$ cat config.mk
export PLATFORM = sky130hd
export DESIGN_NAME = demux_deserializer
export DESIGN_NICKNAME = d
export VERILOG_FILES = /design/src/rtl/demux_deserializer.sv
export SDC_FILE = /design/constraint.sdc
export NUM_CORES = 1
export LEC_CHECK = 0
export ABC_AREA = 1
export CAP_MARGIN = 20
export CORE_ASPECT_RATIO = 1.1
export CORE_MARGIN = 3
export CORE_UTILIZATION = 35
export DETAILED_ROUTE_END_ITERATION = 10
export GPL_ROUTABILITY_DRIVEN = 0
export PLACE_DENSITY = 0.68
export SYNTH_ARGS = -nofsm -noshare
export SYNTH_HDL_FRONTEND = slang
export SYNTH_SLANG_ARGS = --single-unit
$ cat constraint.sdc
create_clock -name clk -period 1.6 [get_ports clk]
set_input_delay 0.24 -clock clk [delete_from_list [all_inputs] [get_ports clk]]
set_output_delay 0.24 -clock clk [all_outputs]
set_load 0.05 [all_outputs]
$ cat src/rtl/demux_deserializer.sv
// Serial-to-parallel demultiplexer: accepted bits fill lanes LSB-first, the full word is held until the consumer takes it.
// Optional even-parity trailer bit and parity_error output when DEMUX_DESERIALIZER_PARITY_EN is defined.
module demux_deserializer #(
    parameter int WIDTH = 8
) (
    input  logic                     clk,
    input  logic                     rst_n,
    input  logic                     flush,
    input  logic                     data_in,
    input  logic                     in_valid,
    output logic                     in_ready,
    output logic [WIDTH-1:0]         data_out,
    output logic                     out_valid,
    input  logic                     out_ready,
    output logic [$clog2(WIDTH)-1:0] bit_index
`ifdef DEMUX_DESERIALIZER_PARITY_EN
    ,
    output logic                     parity_error
`endif
);

    localparam int IDX_W = $clog2(WIDTH);
    localparam logic [IDX_W-1:0] LAST = IDX_W'(WIDTH - 1);
    localparam logic [IDX_W-1:0] ONE  = IDX_W'(1);

    typedef enum logic {
        COLLECT = 1'b0,
        HOLD    = 1'b1
    } state_t;

    state_t             state_reg, state_next;
    logic [IDX_W-1:0]   idx_reg, idx_next;
    logic [WIDTH-1:0]   data_reg, data_next;
`ifdef DEMUX_DESERIALIZER_PARITY_EN
    logic               par_wait_reg, par_wait_next;
    logic               perr_reg, perr_next;
`endif

    always_ff @(posedge clk or negedge rst_n) begin
        if (!rst_n) begin
            state_reg    <= COLLECT;
            idx_reg      <= '0;
            data_reg     <= '0;
`ifdef DEMUX_DESERIALIZER_PARITY_EN
            par_wait_reg <= 1'b0;
            perr_reg     <= 1'b0;
`endif
        end else begin
            state_reg    <= state_next;
            idx_reg      <= idx_next;
            data_reg     <= data_next;
`ifdef DEMUX_DESERIALIZER_PARITY_EN
            par_wait_reg <= par_wait_next;
            perr_reg     <= perr_next;
`endif
        end
    end

    always_comb begin
        state_next    = state_reg;
        idx_next      = idx_reg;
        data_next     = data_reg;
`ifdef DEMUX_DESERIALIZER_PARITY_EN
        par_wait_next = par_wait_reg;
        perr_next     = perr_reg;
`endif
        if (flush) begin
            state_next    = COLLECT;
            idx_next      = '0;
            data_next     = '0;
`ifdef DEMUX_DESERIALIZER_PARITY_EN
            par_wait_next = 1'b0;
            perr_next     = 1'b0;
`endif
        end else begin
            case (state_reg)
                COLLECT: begin
                    if (in_valid) begin
`ifdef DEMUX_DESERIALIZER_PARITY_EN
                        // Trailer bit: occupies no lane, only folds into the parity check.
                        if (par_wait_reg) begin
                            perr_next     = (^data_reg) ^ data_in;
                            par_wait_next = 1'b0;
                            idx_next      = '0;
                            state_next    = HOLD;
                        end else
`endif
                        begin
                            data_next[idx_reg] = data_in;
                            if (idx_reg == LAST) begin
`ifdef DEMUX_DESERIALIZER_PARITY_EN
                                par_wait_next = 1'b1;
`else
                                idx_next   = '0;
                                state_next = HOLD;
`endif
                            end else begin
                                idx_next = idx_reg + ONE;
                            end
                        end
                    end
                end
                HOLD: begin
                    if (out_ready) begin
                        state_next = COLLECT;
                        data_next  = '0;
`ifdef DEMUX_DESERIALIZER_PARITY_EN
                        perr_next  = 1'b0;
`endif
                    end
                end
                default: state_next = COLLECT;
            endcase
        end
    end

    assign in_ready     = (state_reg == COLLECT);
    assign out_valid    = (state_reg == HOLD);
    assign data_out     = data_reg;
    assign bit_index    = idx_reg;
`ifdef DEMUX_DESERIALIZER_PARITY_EN
    assign parity_error = perr_reg;
`endif

endmodule

==> flow_metrics.env, run 1 <==
export IMPL_status="complete, no violations"
export IMPL_rows=16
export IMPL_slew_viol_final=0
export IMPL_slew_headroom_pct=63.2
export IMPL_yosys_warnings=0
export IMPL_path_buf_inv=0
export IMPL_fillers=184
export IMPL_final_cell_mix="nand2_1, nand3_1, inv_1"
export IMPL_cts_sinks=12
export IMPL_crit_type="reg2reg"
export IMPL_cts_resized=0
export IMPL_clockBufferDepth=2
export IMPL_worstPathArrival_ns=1.43
export IMPL_end_kind="flip-flop"
export IMPL_seq_area_um2=300
export IMPL_multiInputGateArea_um2=325
export IMPL_rsz0062_at_grt="false"
export IMPL_cp_max_fo=7
export IMPL_yosysSeqAreaShare_pct=43.6
export IMPL_pre_cts_ws_ns=0.106
export IMPL_die_area_um2=2540
export IMPL_core_area_um2=1820
export IMPL_drtIter0Drc=12
export IMPL_cts_setup_buffers=0
export IMPL_min_period_ns=1.29
export IMPL_power_density_nw_per_um2=699
export IMPL_ios=19
export IMPL_cts_made_buffers=3
export IMPL_htreeDepth=1
export IMPL_cts_hold_fix_buffers=0
export IMPL_clkSlewWorstSetupHoldPaths_ns=0.07
export IMPL_fp_dieH_um=52.6
export IMPL_fin_ws_ns=0.311
export IMPL_grt_pass1_vias=621
export IMPL_startpoint_type="flip-flop"
export IMPL_antenna_found_initial=0
export IMPL_critical_path_top_delay_family="adder cells"
export IMPL_cp_slowest_stage_delay_ns=0.49
export IMPL_drc=0
export IMPL_timing_fmax_mhz=776
export IMPL_vdd_drop_max_mv=0.447
export IMPL_grt_max_degree=13
export IMPL_syn_nets=102
export IMPL_clkLatencyLatePin_ns=0.27
export IMPL_post_route_util_pct=52.5
export IMPL_synth_area_um2=689
export IMPL_ant_nets=0
export IMPL_crit_slowest_cell="dfrtp_1"
export IMPL_final_common_cell="nand2_1"
export IMPL_vias=659
export IMPL_port_buffers=18
export IMPL_dp_hpwl_um=1140
export IMPL_syn_area_per_cell_um2=7.33
export IMPL_power_w=0.000668
export IMPL_grtUsageTotal_pct=12.9
export IMPL_cap_violations=0
export IMPL_vias_per_cell=4.64
export IMPL_first_pass_iters=4
export IMPL_wire_per_inst_um=10.6
export IMPL_cts_tree="done"
export IMPL_finalCritPeriodShare_pct=80.6
export IMPL_num_nets_final=125
export IMPL_p_leak_nw=0.568
export IMPL_crit_chain="ha_1 > ha_1 > nand3_1 > o21ai_0"
export IMPL_dieWidth_um=48.3
export IMPL_final_hold_viol_count=0
export IMPL_path_common_cell="ha_1"
export IMPL_worst_pin_slew_ns=0.550
export IMPL_root_buffer="clkbuf_4"
export IMPL_synth_seq_cells=12
export IMPL_grt_pass1_wl_um=2570
export IMPL_start_util_pct=37.8
export IMPL_cp_required_ns=1.74
export IMPL_tns_ns=0
export IMPL_holdWs_ns=0.323
export IMPL_drt_total_wl_um=1500
export IMPL_synth_distinct_cells=14
export IMPL_synth_top_area_cell="dfrtp_1"
export IMPL_synth_area_leaders="dfrtp_1, nand2_1, nand3_1, inv_1, ha_1"
export IMPL_grt_overflow=0
export IMPL_synthCells=94
export IMPL_n_antenna_cell=0
export IMPL_setup_violations=0
export IMPL_synth_top_area_share_pct=43.6
export IMPL_min_path_type="in2async"
export IMPL_area_growth_pct=38.7
export IMPL_drive_above_1_share_pct=20.9
export IMPL_fin_skew_ns=0.00264
## layer usage
layer  vias up  GRT usage (%)  wire length, µm
met3         5           2.85               75
met1       295           16.9              736
met2        22           20.6              664
li1        337              -                -
met4         0           5.69               23
met5         -              0                0
## report_power, final
part	leakage, nW	switching (W)	total, W	internal, W
sequential	0.165	0.0000152	0.000329	0.000314
combinational	0.390	0.0000969	0.000157	0.0000600
clock	0.0138	0.0000954	0.000183	0.0000871
total	0.568	0.000207	0.000668	0.000461
## cell usage after synthesis
library cell	instances
buf_4	1
dfrtp_1	12
ha_1	2
inv_1	13
inv_2	2
nand2_1	36
nand2_2	1
nand3_1	18
nand3_2	1
nand3_4	1
nor2_1	1
nor2_2	1
nor2_4	1
o21ai_0	4
## metrics by stage
step / std cells / instance area, µm²
after floorplan: 94 / 689
after global placement: 139 / 933
after detailed placement: 139 / 933
after CTS: 142 / 956
after global routing: 142 / 956
final: 142 / 956
## area by class of cell
| cell class | count | area share [%] |
|---|---|---|
| clock buffer | 3 | 2.36 |
| inverter | 15 | 5.89 |
| multi-input combinational | 66 | 34.0 |
| sequential | 12 | 31.4 |
| tap | 27 | 3.53 |
| timing repair buffer | 19 | 22.8 |
## logic make-up after synthesis
kind of cell / count (synthesis) / share of synthesized area [%]
buffers and inverters: 16 / 9.26
DFF: 12 / 43.6
adders and majority gates: 2 / 3.63
and+or+nand+nor: 60 / 40.7
AOI/OAI and AO/OA: 4 / 2.90
## state kept, by name, summed over array words and instances (netlist names)
register	count
data_out	8
out_valid	1
bit_index	3
## final timing paths
check                           slack (ns)  cells past startpoint      endpoint          from
worst min register to register        0.47                      2   data_out[0]   data_out[0]
worst min-delay path                  0.32                      1  bit_index[2]         rst_n
max in group asynchronous             0.91                      1   data_out[5]         rst_n
min in group clk                      0.47                      2   data_out[0]   data_out[0]
worst max register to register        0.31                      4  bit_index[2]  bit_index[0]
worst max-delay path                  0.31                      4  bit_index[2]  bit_index[0]
Note: power is estimated with default switching activity, not from simulation.
==> run 2, diff against run 1 <==
==> constraint.sdc (replaced) <==
create_clock -name clk -period 1.3 [get_ports clk]
set_input_delay 0.195 -clock clk [delete_from_list [all_inputs] [get_ports clk]]
set_output_delay 0.195 -clock clk [all_outputs]
set_load 0.05 [all_outputs]
==> flow_metrics.env, run 2 (synthesis results as in run 1) <==
export IMPL_dieWidth_um=48.3
export IMPL_final_cell_mix="nand2_1, nand3_1, buf_12"
export IMPL_grtUsageTotal_pct=14.6
export IMPL_drtIter0Drc=19
export IMPL_timing_rr_end="bit_index[2]"
export IMPL_worst_pin_slew_ns=0.311
export IMPL_port_buffers=18
export IMPL_die_area_um2=2540
export IMPL_status="complete, no violations"
export IMPL_grt_max_degree=13
export IMPL_fin_skew_ns=0.00261
export IMPL_cp_required_ns=1.45
export IMPL_cts_tree="done"
export IMPL_start_util_pct=37.8
export IMPL_core_area_um2=1820
export IMPL_rrSetupSlack_ns=0.08
export IMPL_root_buffer="clkbuf_4"
export IMPL_n_antenna_cell=0
export IMPL_htreeDepth=1
export IMPL_grt_pass1_wl_um=2860
export IMPL_rsz0062_at_grt="false"
export IMPL_clockBufferDepth=2
export IMPL_rows=16
export IMPL_wire_per_inst_um=10.1
export IMPL_crit_type="reg2reg"
export IMPL_ios=19
export IMPL_cap_violations=0
export IMPL_antenna_found_initial=0
export IMPL_num_nets_final=134
export IMPL_clkLatencyLatePin_ns=0.28
export IMPL_slew_headroom_pct=79.1
export IMPL_final_common_cell="nand2_1"
export IMPL_vias=695
export IMPL_placed_area_um2=1100
export IMPL_drive_above_1_share_pct=29.6
export IMPL_min_period_ns=1.22
export IMPL_drt_total_wl_um=1540
export IMPL_setup_violations=0
export IMPL_slew_viol_final=0
export IMPL_cp_max_fo=5
export IMPL_worstPathArrival_ns=1.37
export IMPL_ant_nets=0
export IMPL_reg2reg_from="bit_index[0]"
export IMPL_rr_worst_depth=4
export IMPL_vdd_drop_max_mv=0.592
export IMPL_clkSlewWorstSetupHoldPaths_ns=0.08
export IMPL_cts_sinks=12
export IMPL_grt_pass1_vias=708
export IMPL_largest_reg_flops=8
export IMPL_end_kind="flip-flop"
export IMPL_final_hold_viol_count=0
export IMPL_p_leak_nw=0.643
export IMPL_timing_fmax_mhz=822
export IMPL_startpoint_type="flip-flop"
export IMPL_finalCritPeriodShare_pct=93.5
export IMPL_min_path_type="in2async"
export IMPL_fin_area_um2=1160
export IMPL_drc=0
export IMPL_area_growth_pct=67.7
export IMPL_grt_overflow=0
export IMPL_dp_hpwl_um=1220
export IMPL_vias_per_cell=4.57
export IMPL_fp_dieH_um=52.6
export IMPL_cts_made_buffers=3
export IMPL_power_density_nw_per_um2=823
export IMPL_first_pass_iters=4
export IMPL_post_route_util_pct=63.5
## run 2: cell types whose count changed in the layout (fill, tap and decap cells not counted)
cell      before  now
buf_12         5   14
dfrtp_1       12    9
dfrtp_2        0    3
clkbuf_8       0    1
inv_2          2    1
inv_4          0    1
## run 2: routing by layer
metal,vias to the layer above,global-route usage [%],part of all wire (%)
li1,356,-,-
met2,25,25.0,47
met5,-,0,0
met3,5,3.13,6.6
met4,0,7.11,1.9
met1,309,17.5,44
## run 2: how the worst max path moves through the flow
| stage | from | endpoint | slack (ns) |
|---|---|---|---|
| 6_report | bit_index[0] | bit_index[2] | 0.08 |
| 2_1_floorplan | bit_index[2] | bit_index[2] | 0.02 |
| 3_5_place_dp | flush | data_out[5] | -0.06 |
| 3_3_place_gp | flush | data_out[6] | -0.03 |
| 5_1_grt | bit_index[0] | bit_index[2] | 0.02 |
| 4_1_cts | bit_index[0] | bit_index[2] | 0.05 |
## run 2: cell type report
| cell class | instances | area (µm²) |
|---|---|---|
| clock buffers | 4 | 36.3 |
| fillers | 153 | 666 |
| inverters | 15 | 58.8 |
| multi-input cells | 66 | 325 |
| flip-flops and latches | 12 | 304 |
| well taps | 27 | 33.8 |
| repair buffers | 28 | 398 |
## run 2: critical path, cell delays in order (launching register included)
cell	delay, ns
dfrtp_2	0.44
ha_1	0.21
ha_1	0.27
nand3_1	0.08
o21ai_0	0.09
## run 2: timing repair
action	4_1_cts	5_1_grt
gates resized for setup	0	0
hold buffers	0	0
endpoints found under the setup margin	0	1
setup buffers	0	2
## run 2: report_power, final
group	switching [W]	leakage (nW)	internal, W
clock network	0.000132	0.0210	0.000171
logic	0.000130	0.462	0.000116
registers	0.0000157	0.160	0.000387
total	0.000278	0.643	0.000674
## run 2: per-stage QoR
| step | hold slack, ns | cells | TNS [ns] | setup WS [ns] | total power [W] |
|---|---|---|---|---|---|
| after floorplan | -0.101 | 94 | 0 | 0.0160 | 0.000526 |
| after global placement | 0.514 | 146 | -0.161 | -0.0273 | 0.000649 |
| after detailed placement | 0.520 | 146 | -0.382 | -0.0567 | 0.000652 |
| after CTS | 0.216 | 150 | 0 | 0.0532 | 0.000957 |
| after global routing | 0.222 | 152 | 0 | 0.0165 | 0.00100 |
| final | 0.206 | 152 | 0 | 0.0840 | 0.000952 |
==> run 3, diff against run 2 <==
--- a/config.mk
+++ b/config.mk
@@ -13,6 +13,7 @@
 export DETAILED_ROUTE_END_ITERATION = 10
 export GPL_ROUTABILITY_DRIVEN = 0
 export PLACE_DENSITY = 0.68
+export SETUP_SLACK_MARGIN = 0.1
 export SYNTH_ARGS = -nofsm -noshare
 export SYNTH_HDL_FRONTEND = slang
 export SYNTH_SLANG_ARGS = --single-unit
==> flow_metrics.env, run 3 (synthesis results as in run 1) <==
export IMPL_root_buffer="clkbuf_4"
export IMPL_cts_hold_fix_buffers=0
export IMPL_reg2reg_from="out_valid"
export IMPL_grtUsageMet2_pct=28.9
export IMPL_largest_reg_flops=8
export IMPL_crit_slowest_cell="dfrtp_4"
export IMPL_fin_skew_ns=0.000654
export IMPL_clkLatencyLatePin_ns=0.28
export IMPL_seqPwrFrac_pct=45.7
export IMPL_use_met1_pct=15.0
export IMPL_p_int_w=0.000620
export IMPL_placed_area_um2=1140
export IMPL_slew_viol_final=0
export IMPL_cp_required_ns=1.11
export IMPL_status="complete, no violations"
export IMPL_tns_ns=0
export IMPL_port_buffers=18
export IMPL_met3_usage_pct=3.42
export IMPL_dp_hpwl_um=1330
export IMPL_critical_path_top_delay_family="flip-flops"
export IMPL_first_pass_iters=4
export IMPL_vdd_drop_max_mv=0.455
export IMPL_die_area_um2=2540
export IMPL_worstPathArrival_ns=1.04
export IMPL_core_area_um2=1820
export IMPL_end_kind="output pin"
export IMPL_cap_violations=0
export IMPL_sw_frac_of_total_pct=31.5
export IMPL_p_leak_nw=0.627
export IMPL_drive_above_1_share_pct=33.9
export IMPL_ios=19
export IMPL_post_route_util_pct=65.0
export IMPL_num_nets_final=133
export IMPL_finalCritPeriodShare_pct=95.0
export IMPL_min_period_ns=1.23
export IMPL_combPwrFrac_pct=26.5
export IMPL_crit_type="reg2out"
export IMPL_grt_pass1_wl_um=2880
export IMPL_startpoint="out_valid"
export IMPL_dieWidth_um=48.3
export IMPL_path_buf_inv=2
export IMPL_grtUsageTotal_pct=15.0
export IMPL_area_growth_pct=71.9
export IMPL_grt_pass1_vias=674
export IMPL_timing_fmax_mhz=810
export IMPL_vias_per_cell=4.83
export IMPL_start_util_pct=37.8
export IMPL_slew_headroom_pct=78.7
export IMPL_rows=16
export IMPL_final_hold_viol_count=0
export IMPL_clockBufferDepth=2
export IMPL_startpoint_type="flip-flop"
export IMPL_drtIter0Drc=10
export IMPL_cts_made_buffers=3
export IMPL_clkSlewWorstSetupHoldPaths_ns=0.08
export IMPL_grt_max_degree=9
export IMPL_cp_max_fo=5
export IMPL_worst_pin_slew_ns=0.319
export IMPL_grt_overflow=0
export IMPL_antenna_found_initial=0
export IMPL_power_density_nw_per_um2=764
export IMPL_drc=0
export IMPL_ant_nets=0
export IMPL_fin_area_um2=1180
export IMPL_min_path_type="in2async"
export IMPL_netSwitchingPower_w=0.000285
export IMPL_cts_tree="done"
export IMPL_drt_total_wl_um=1700
export IMPL_htreeDepth=1
export IMPL_final_common_cell="nand2_1"
export IMPL_grt_busiest_layer="met2"
export IMPL_wire_per_inst_um=11.3
export IMPL_cts_sinks=12
export IMPL_crit_chain="inv_6 > buf_12"
export IMPL_rsz0062_at_grt="true"
export IMPL_n_antenna_cell=0
export IMPL_setup_violations=0
export IMPL_final_cell_mix="nand2_1, nand3_1, buf_12"
export IMPL_cp_slowest_stage_delay_ns=0.54
export IMPL_fp_dieH_um=52.6
export IMPL_power_frac_clock_pct=27.8
export IMPL_vias=729
run 3: area by class of cell:
cell class                 instances  area (µm²)
clock buffer                       4        26.3
fill                             155         637
inverter                          15        61.3
timing repair buffer              27         390
tap                               27        33.8
multi-input combinational         66         365
sequential                        12         308
run 3: path summary, 6_finish.rpt:
check | endpoint | slack (ns) | cells past startpoint
max in group asynchronous | data_out[7] | 0.73 | 2
min | out_valid | 0.17 | 1
max | in_ready | 0.07 | 2
min reg2reg | data_out[7] | 0.54 | 2
min in group clk | data_out[7] | 0.54 | 2
max reg2reg | data_out[4] | 0.11 | 5
run 3: timing repair:
item / 4_1_cts / 5_1_grt
resized for setup: 2 / 3
setup endpoints to repair: 9 / 11
pin swaps: 1 / 16
buffers inserted: 1 / 0
hold endpoints to repair: 0 / 0
cloned: 0 / 0
run 3: metal layers:
layer / vias to the layer above / share of wire (%)
met5: - / 0
met4: 0 / 2.9
met3: 8 / 5.8
li1: 354 / -
met1: 342 / 41
met2: 25 / 50
run 3: power groups by stage:
stage	Clock [W]	Sequential (W)	Combinational [W]
6_report	0.000252	0.000414	0.000240
3_5_place_dp	0	0.000421	0.000234
3_3_place_gp	0	0.000421	0.000231
2_1_floorplan	0	0.000458	0.0000731
4_1_cts	0.000254	0.000414	0.000239
5_1_grt	0.000273	0.000416	0.000259
run 3: metrics by stage:
stage	setup slack, ns	std cells	hold slack, ns	total power, W
6_report	0.0651	151	0.168	0.000905
5_1_grt	0.0292	151	0.176	0.000948
4_1_cts	0.0550	151	0.168	0.000907
3_5_place_dp	-0.0866	146	0.469	0.000656
3_3_place_gp	-0.0342	146	0.474	0.000652
2_1_floorplan	0.100	94	-0.101	0.000531
